[src/rtl/sequence_reader.sv]
// Streams elementSeq then nodeSeq entries, each tagged with slot index and x offset.
// Read-only consumer of the sort stage's sequence RAMs, one word per 3 cycles.
module sequence_reader #(
  parameter int unsigned ADDR_W  = 5,
  parameter int unsigned WIDTH_W = 10
) (
  input  logic                        clk,
  input  logic                        program_reset_n,
  input  logic                        start_process,
  output logic                        end_process,
  input  logic [ADDR_W-1:0]           numElements,
  input  logic [ADDR_W-1:0]           numNodes,
  input  logic [WIDTH_W-1:0]          block_width,
  output logic [ADDR_W-1:0]           elementSeq_addr,
  output logic                        elementSeq_wren,
  input  logic [ADDR_W-1:0]           elementSeq_out,
  output logic [ADDR_W-1:0]           nodeSeq_addr,
  output logic                        nodeSeq_wren,
  input  logic [ADDR_W-1:0]           nodeSeq_out,
  output logic                        out_valid,
  input  logic                        out_ready,
  output logic                        out_kind,
  output logic [ADDR_W-1:0]           out_index,
  output logic [ADDR_W-1:0]           out_value,
  output logic [ADDR_W+WIDTH_W-1:0]   out_x
);

  localparam int unsigned XW = ADDR_W + WIDTH_W;

  typedef enum logic [2:0] {IDLE, E_RD, E_WT, E_OUT, N_RD, N_WT, N_OUT, DONE} state_t;

  state_t              state, stateNxt;
  logic [ADDR_W-1:0]   numElemL, numElemLNxt, numNodeL, numNodeLNxt;
  logic [WIDTH_W-1:0]  bwL, bwLNxt;
  logic [ADDR_W-1:0]   i, iNxt, iInc;
  logic [XW-1:0]       x, xNxt, xInc;
  logic [ADDR_W-1:0]   eAddr, eAddrNxt, nAddr, nAddrNxt;
  logic                outValid, outValidNxt, outKind, outKindNxt, endProc, endProcNxt;
  logic [ADDR_W-1:0]   outIndex, outIndexNxt, outValue, outValueNxt;
  logic [XW-1:0]       outX, outXNxt;

  assign iInc = i + ADDR_W'(1);
  assign xInc = x + XW'(bwL);

  // The next address is loaded on the edge that enters a *_RD state, so the
  // RAM samples it one edge later and data is captured at the end of *_WT.
  always_comb begin
    stateNxt    = state;
    numElemLNxt = numElemL;
    numNodeLNxt = numNodeL;
    bwLNxt      = bwL;
    iNxt        = i;
    xNxt        = x;
    eAddrNxt    = eAddr;
    nAddrNxt    = nAddr;
    outValidNxt = outValid;
    outKindNxt  = outKind;
    outIndexNxt = outIndex;
    outValueNxt = outValue;
    outXNxt     = outX;
    endProcNxt  = endProc;
    case (state)
      IDLE: begin
        if (start_process) begin
          numElemLNxt = numElements;
          numNodeLNxt = numNodes;
          bwLNxt      = block_width;
          iNxt        = '0;
          xNxt        = '0;
          if (numElements != '0) begin
            stateNxt = E_RD;
            eAddrNxt = '0;
          end else if (numNodes != '0) begin
            stateNxt = N_RD;
            nAddrNxt = '0;
          end else begin
            stateNxt   = DONE;
            endProcNxt = 1'b1;
          end
        end
      end
      E_RD: stateNxt = E_WT;
      E_WT: begin
        stateNxt    = E_OUT;
        outValueNxt = elementSeq_out;
        outIndexNxt = i;
        outXNxt     = x;
        outKindNxt  = 1'b0;
        outValidNxt = 1'b1;
      end
      E_OUT: begin
        if (outValid && out_ready) begin
          outValidNxt = 1'b0;
          if (iInc == numElemL) begin
            iNxt = '0;
            xNxt = '0;
            if (numNodeL != '0) begin
              stateNxt = N_RD;
              nAddrNxt = '0;
            end else begin
              stateNxt   = DONE;
              endProcNxt = 1'b1;
            end
          end else begin
            iNxt     = iInc;
            xNxt     = xInc;
            eAddrNxt = iInc;
            stateNxt = E_RD;
          end
        end
      end
      N_RD: stateNxt = N_WT;
      N_WT: begin
        stateNxt    = N_OUT;
        outValueNxt = nodeSeq_out;
        outIndexNxt = i;
        outXNxt     = x;
        outKindNxt  = 1'b1;
        outValidNxt = 1'b1;
      end
      N_OUT: begin
        if (outValid && out_ready) begin
          outValidNxt = 1'b0;
          if (iInc == numNodeL) begin
            iNxt       = '0;
            xNxt       = '0;
            stateNxt   = DONE;
            endProcNxt = 1'b1;
          end else begin
            iNxt     = iInc;
            xNxt     = xInc;
            nAddrNxt = iInc;
            stateNxt = N_RD;
          end
        end
      end
      DONE: begin
        if (!start_process) begin
          stateNxt   = IDLE;
          endProcNxt = 1'b0;
        end
      end
      default: stateNxt = IDLE;
    endcase
  end

  always_ff @(posedge clk or negedge program_reset_n) begin
    if (!program_reset_n) begin
      state    <= IDLE;
      numElemL <= '0;
      numNodeL <= '0;
      bwL      <= '0;
      i        <= '0;
      x        <= '0;
      eAddr    <= '0;
      nAddr    <= '0;
      outValid <= 1'b0;
      outKind  <= 1'b0;
      outIndex <= '0;
      outValue <= '0;
      outX     <= '0;
      endProc  <= 1'b0;
    end else begin
      state    <= stateNxt;
      numElemL <= numElemLNxt;
      numNodeL <= numNodeLNxt;
      bwL      <= bwLNxt;
      i        <= iNxt;
      x        <= xNxt;
      eAddr    <= eAddrNxt;
      nAddr    <= nAddrNxt;
      outValid <= outValidNxt;
      outKind  <= outKindNxt;
      outIndex <= outIndexNxt;
      outValue <= outValueNxt;
      outX     <= outXNxt;
      endProc  <= endProcNxt;
    end
  end

  assign end_process     = endProc;
  assign elementSeq_addr = eAddr;
  assign nodeSeq_addr    = nAddr;
  assign elementSeq_wren = 1'b0;
  assign nodeSeq_wren    = 1'b0;
  assign out_valid       = outValid;
  assign out_kind        = outKind;
  assign out_index       = outIndex;
  assign out_value       = outValue;
  assign out_x           = outX;

endmodule

[config.mk]
export PLATFORM = sky130hd
export DESIGN_NAME = sequence_reader
export DESIGN_NICKNAME = d
export VERILOG_FILES = /design/src/rtl/sequence_reader.sv
export SDC_FILE = /design/constraint.sdc
export NUM_CORES = 1
export LEC_CHECK = 0
export ABC_AREA = 1
export ABC_CLOCK_PERIOD_IN_PS = 2900
export CAP_MARGIN = 20
export CORE_MARGIN = 2
export CORE_UTILIZATION = 57
export CTS_CLUSTER_DIAMETER = 50
export DETAILED_ROUTE_END_ITERATION = 16
export PLACE_DENSITY_LB_ADDON = 0.05
export SLEW_MARGIN = 15
export SYNTH_ARGS = -nofsm -noshare
export SYNTH_HDL_FRONTEND = slang
export SYNTH_SLANG_ARGS = --single-unit
[constraint.sdc]
create_clock -name clk -period 2.9 [get_ports clk]
set_input_delay 0.58 -clock clk [delete_from_list [all_inputs] [get_ports clk]]
set_output_delay 0.58 -clock clk [all_outputs]
set_load 0.01 [all_outputs]
# After elaboration in Yosys (flattened, before gate mapping)
# Cells that the tools add are included.
# op_classes
muxes	50
n_addsub	2
reduce_logical	19
n_eq_ne	24
# ops
cell	count
$mux W5	17
$mux W15	5
$pmux W15 S3	1
$pmux W5 S3	2
$ne A2 B2 Y1 const B	14
$pmux W3 S8	1
$pmux W5 S2	2
$mux W3	6
$add A15 B10 Y15	1
$reduce_bool A5 Y1	3
$eq A3 B3 Y1 const B	4
$eq A5 B5 Y1	2
$mux W1	10
$reduce_and A10 Y1	1
$reduce_and A9 Y1	1
$reduce_and A4 Y1	2
$eq A3 B2 Y1 const B	2
$mux W2	3
$reduce_bool A2 Y1	3
$add A5 B1 Y5 const B	1
$reduce_and A5 Y1	1
$pmux W1 S2	2
$pmux W1 S4	1
$reduce_and A2 Y1	2
other kinds (7)	8
# word_totals
input_bits	34
elab_cells	109
ff_bits	81
out_inout_bits	40

# Depth between registers and ports, before layout
# depth
word_depth	5
mapped_depth	13
depth_no_buf	13

# Worst setup path after synthesis
# OpenSTA, ideal clock, no wires.
# synth_timing
kind	register to register
from	register i[1]
to	register i[0]
arrival_time_ns	1.750
setup_ns	0.123
slack_ns	1.027
required_ns	2.777
period_less_slack_ns	1.873
path_buffers	1
stages_incl_launch_ff	14
cell_sequence	dfrtp_1 -> ha_1 -> inv_1 -> nand2_1 -> nand2_1 -> nor2_1 -> nand3_1 -> nor2_1 -> nand3_1 -> nand2_1 -> nand2_2 -> nand2_2 -> buf_6 -> o21ai_1
# synth_between
elab_chain_len	5
word_cells_on_any_way	8
cone_classes	add/sub (1); eq/ne (2); mux (5)
# synth_rtl
item	line	text
from (decl)	35	logic [ADDR_W-1:0] i, iNxt, iInc;
from (signal assigned)	168	i <= iNxt;
$add A5 B1 Y5 *	42	assign iInc = i + ADDR_W'(1);
$eq A5 B5 Y1 (on tied branches)	124, 94	
$mux W5 (on tied branches)	124, 94	
$mux W5 (on tied branches)	122, 92	
$pmux W5 S3 *	62	case (state)
# Every way passes the cells marked *; elsewhere a longest branch is shown, timed or not. The select of a mux whose other input is x is not followed.
# A chain may end at the register's enable or synchronous reset.

# Final worst setup path
# layout_timing
from	register i[0]
to	register x[1]
# layout_between
elab_chain_len	5
word_cells_on_any_way	8
cone_classes	add/sub (1); eq/ne (2); mux (5)
# layout_rtl
item	line	text
$add A5 B1 Y5 *	42	
$eq A5 B5 Y1 (on tied branches)	124, 94	
$mux W15 (on tied branches)	124, 94	
$mux W15 (on tied branches)	122, 92	
$pmux W15 S3 *	62	
to (signal assigned)	169	x <= xNxt;
to (decl)	36	logic [XW-1:0] x, xNxt, xInc;
# Marks and branches as above.

==> impl_metrics.toml <==
[cts]
ctsResizeCount = 0
clk_pin_slew_worst_paths_ns = 0.08
cts_hold_buf = 0
numCtsBuffers = 9
htreeDepth = 3
clock_latency_ns = 0.35
cts_sinks = 81
post_cts_buffers = 0
tritoncts = "yes"
cts_max_path_buffers = 2
cts_root_buf = "clkbuf_8"

[synthesis]
synth_top_area_share_pct = 47.5
synth_area_um2 = 4270
syn_inst = 510
ys_seq_area_share_pct = 47.5
synth_most_common_cell = "nand2_1"
synth_common_cells = "nand2_1 (139), dfrtp_1 (81), inv_1 (48)"
yosysUniqueCellTypes = 37
synth_edf_count = 0
synthFlopType = "dfrtp_1"
synth_area_leaders = "dfrtp_1 (48%), nand2_1 (12%), mux2_2 (5.8%)"
postSynth.asyncResetShare_pct = 100
synth-seq-cells = 81
synth.avg_cell_area_um2 = 8.37
synth_largest_area_cell = "dfrtp_1"
synth_warnings = 0

[worst_setup_path]
path_buf_inv = 1
crit_chain = "ha_1 -> inv_1 -> nand2_1 -> nand2_1 -> nor2_1 -> nand3_1 -> nor2_1 -> nand3_1 -> nand2_1 -> nand2_2 -> nand2_2 -> o21ai_0"
crit_slowest_cell = "dfrtp_1"
crit_top_cell = "nand2_1"
cp-end-kind = "flop"
critical-path-top-delay-family = "simple AND/OR/NAND/NOR gates"
cpPeakStageDelay_ns = 0.50
cp-start-kind = "flop"
cp_data_arrival_time_ns = 2.64
crit_fanout = 13
crit_type = "flop to flop"
required_ns = 3.13

[power]
power_density_nw_per_um2 = 1050
ir_drop_mv = 0.675
finalPower_mw = 5.54
p_leak_nw = 2.56

[placed_design]
port_buffers = 71
place_congestion = 0.923
postPlaceCellArea_um2 = 5030
hpwl_mm = 7.05

[sta]
fin_crit_sh_pct = 83.3
maxSlewHeadroom_pct = 65.3
rsz0062_at_grt = "no"
maxSlewViolCount = 0
hold_violations = 0
tns_ns = 0
skew_ns = 0.00957
timing.fmax_mhz = 414
timing.hold.ws_ns = 0.178
worst_pin_slew_ns = 0.520
period_needed_ns = 2.41
setup_viol = 0

[floorplan]
initial_core_util_pct = 58.8
rows = 31
dieArea_um2 = 8190
die_width_um = 90.5
die_h_um = 90.5
pin_count = 74
core-area_um2 = 7250

[detailed_routing]
vias = 3650
drc_errors = 0
ant_nets = 0
drtIter0Drc = 181
viasPerCell = 5.32
wl_per_cell_um = 14.1
drt_pass1_iterations = 5
drt-total-wl_mm = 9.65

[cells_and_area]
drive_above_1_share_pct = 9.71
antenna_cells = 0
area_delta_synth_final_pct = 23.7
design_area_um2 = 5280
nNetsFinal = 628

[hold_path]
hold_class = "input pin to async pin"

[status]
status = "complete, no violations"

[global_route]
grt_pass1_vias = 3502
antenna_found_initial = 0
grt_pass1_wl_mm = 16.6
grt_max_degree = 82
track_usage_pct = 25.0
grt-ovfl-total = 0

[flow_run]
cap_violations = 0
-- layout make-up --
type / count / area (µm²)
tap: 99 / 124
sequential: 81 / 2030
fill: 578 / 1980
clock inverter: 4 / 75.1
multi-input combinational: 364 / 1950
inverter: 51 / 194
timing repair buffer: 75 / 751
clock buffer: 12 / 155
-- path summary, 6_finish.rpt --
path	from	to	slack, ns	cells past startpoint
worst min register to register	nodeSeq_addr[2]	nodeSeq_addr[2]	0.47	2
worst max register to register	i[0]	x[1]	0.49	12
max in group asynchronous	program_reset_n	out_x[6]	2.12	2
worst min-delay path	program_reset_n	elementSeq_addr[0]	0.18	1
min in group clk	nodeSeq_addr[2]	nodeSeq_addr[2]	0.47	2
worst max-delay path	i[0]	x[1]	0.49	12
-- registers in the layout, indices dropped and copies added, names as in the netlist, 3 cells and up --
name	flops
x	15
out_value	5
bwL	10
state	3
out_index	5
out_x	15
nodeSeq_addr	5
numNodeL	5
elementSeq_addr	5
numElemL	5
i	5
-- report_power, final --
part	switching (mW)	leakage, nW	internal, mW	total (mW)
logic	1.57	1.42	1.16	2.73
registers	0.320	1.03	1.54	1.86
clock network	0.417	0.109	0.533	0.949
-- cells by family after synthesis --
kind of cell | count (synthesis) | synth area share (%)
buf+inv | 66 | 6.83
xor+xnor | 8 | 1.64
simple gates | 253 | 26.2
compound gates | 67 | 8.27
flops | 81 | 47.5
fa+ha+maj | 12 | 3.69
mux | 22 | 5.81
other cells | 1 | 0.0879
-- cells in the final DEF, fill, tap and decap left out, types with 3 or more instances in the layout --
cell type	instances
xnor2_1	3
ha_1	11
nor2_1	46
nand3_1	36
buf_4	4
nand2_2	4
o21ai_1	11
a31oi_1	6
inv_1	48
xor2_1	5
nand4_1	15
mux2_2	22
o21ai_0	20
dfrtp_1	81
clkbuf_8	11
a21oi_1	27
clkdlybuf4s50_1	70
nand2_1	139
-- per-layer routing --
| layer | wire [µm] | global-route usage, % | share of wire (%) |
|---|---|---|---|
| met4 | 191 | 9.74 | 2.0 |
| met1 | 4340 | 31.9 | 45 |
| met5 | 0 | 0 | 0 |
| met2 | 4760 | 42.9 | 49 |
| met3 | 356 | 3.76 | 3.7 |
-- per-stage QoR --
step / util [%] / instances / worst slack (ns)
after detailed placement: 69.3 / 669 / 0.542
after global routing: 72.8 / 686 / 0.272
after global placement: 69.3 / 669 / 0.677
after CTS: 72.5 / 685 / 0.538
final: 72.8 / 686 / 0.485
after floorplan: - / 511 / 1.03
Note: power is estimated with default switching activity, not from simulation.
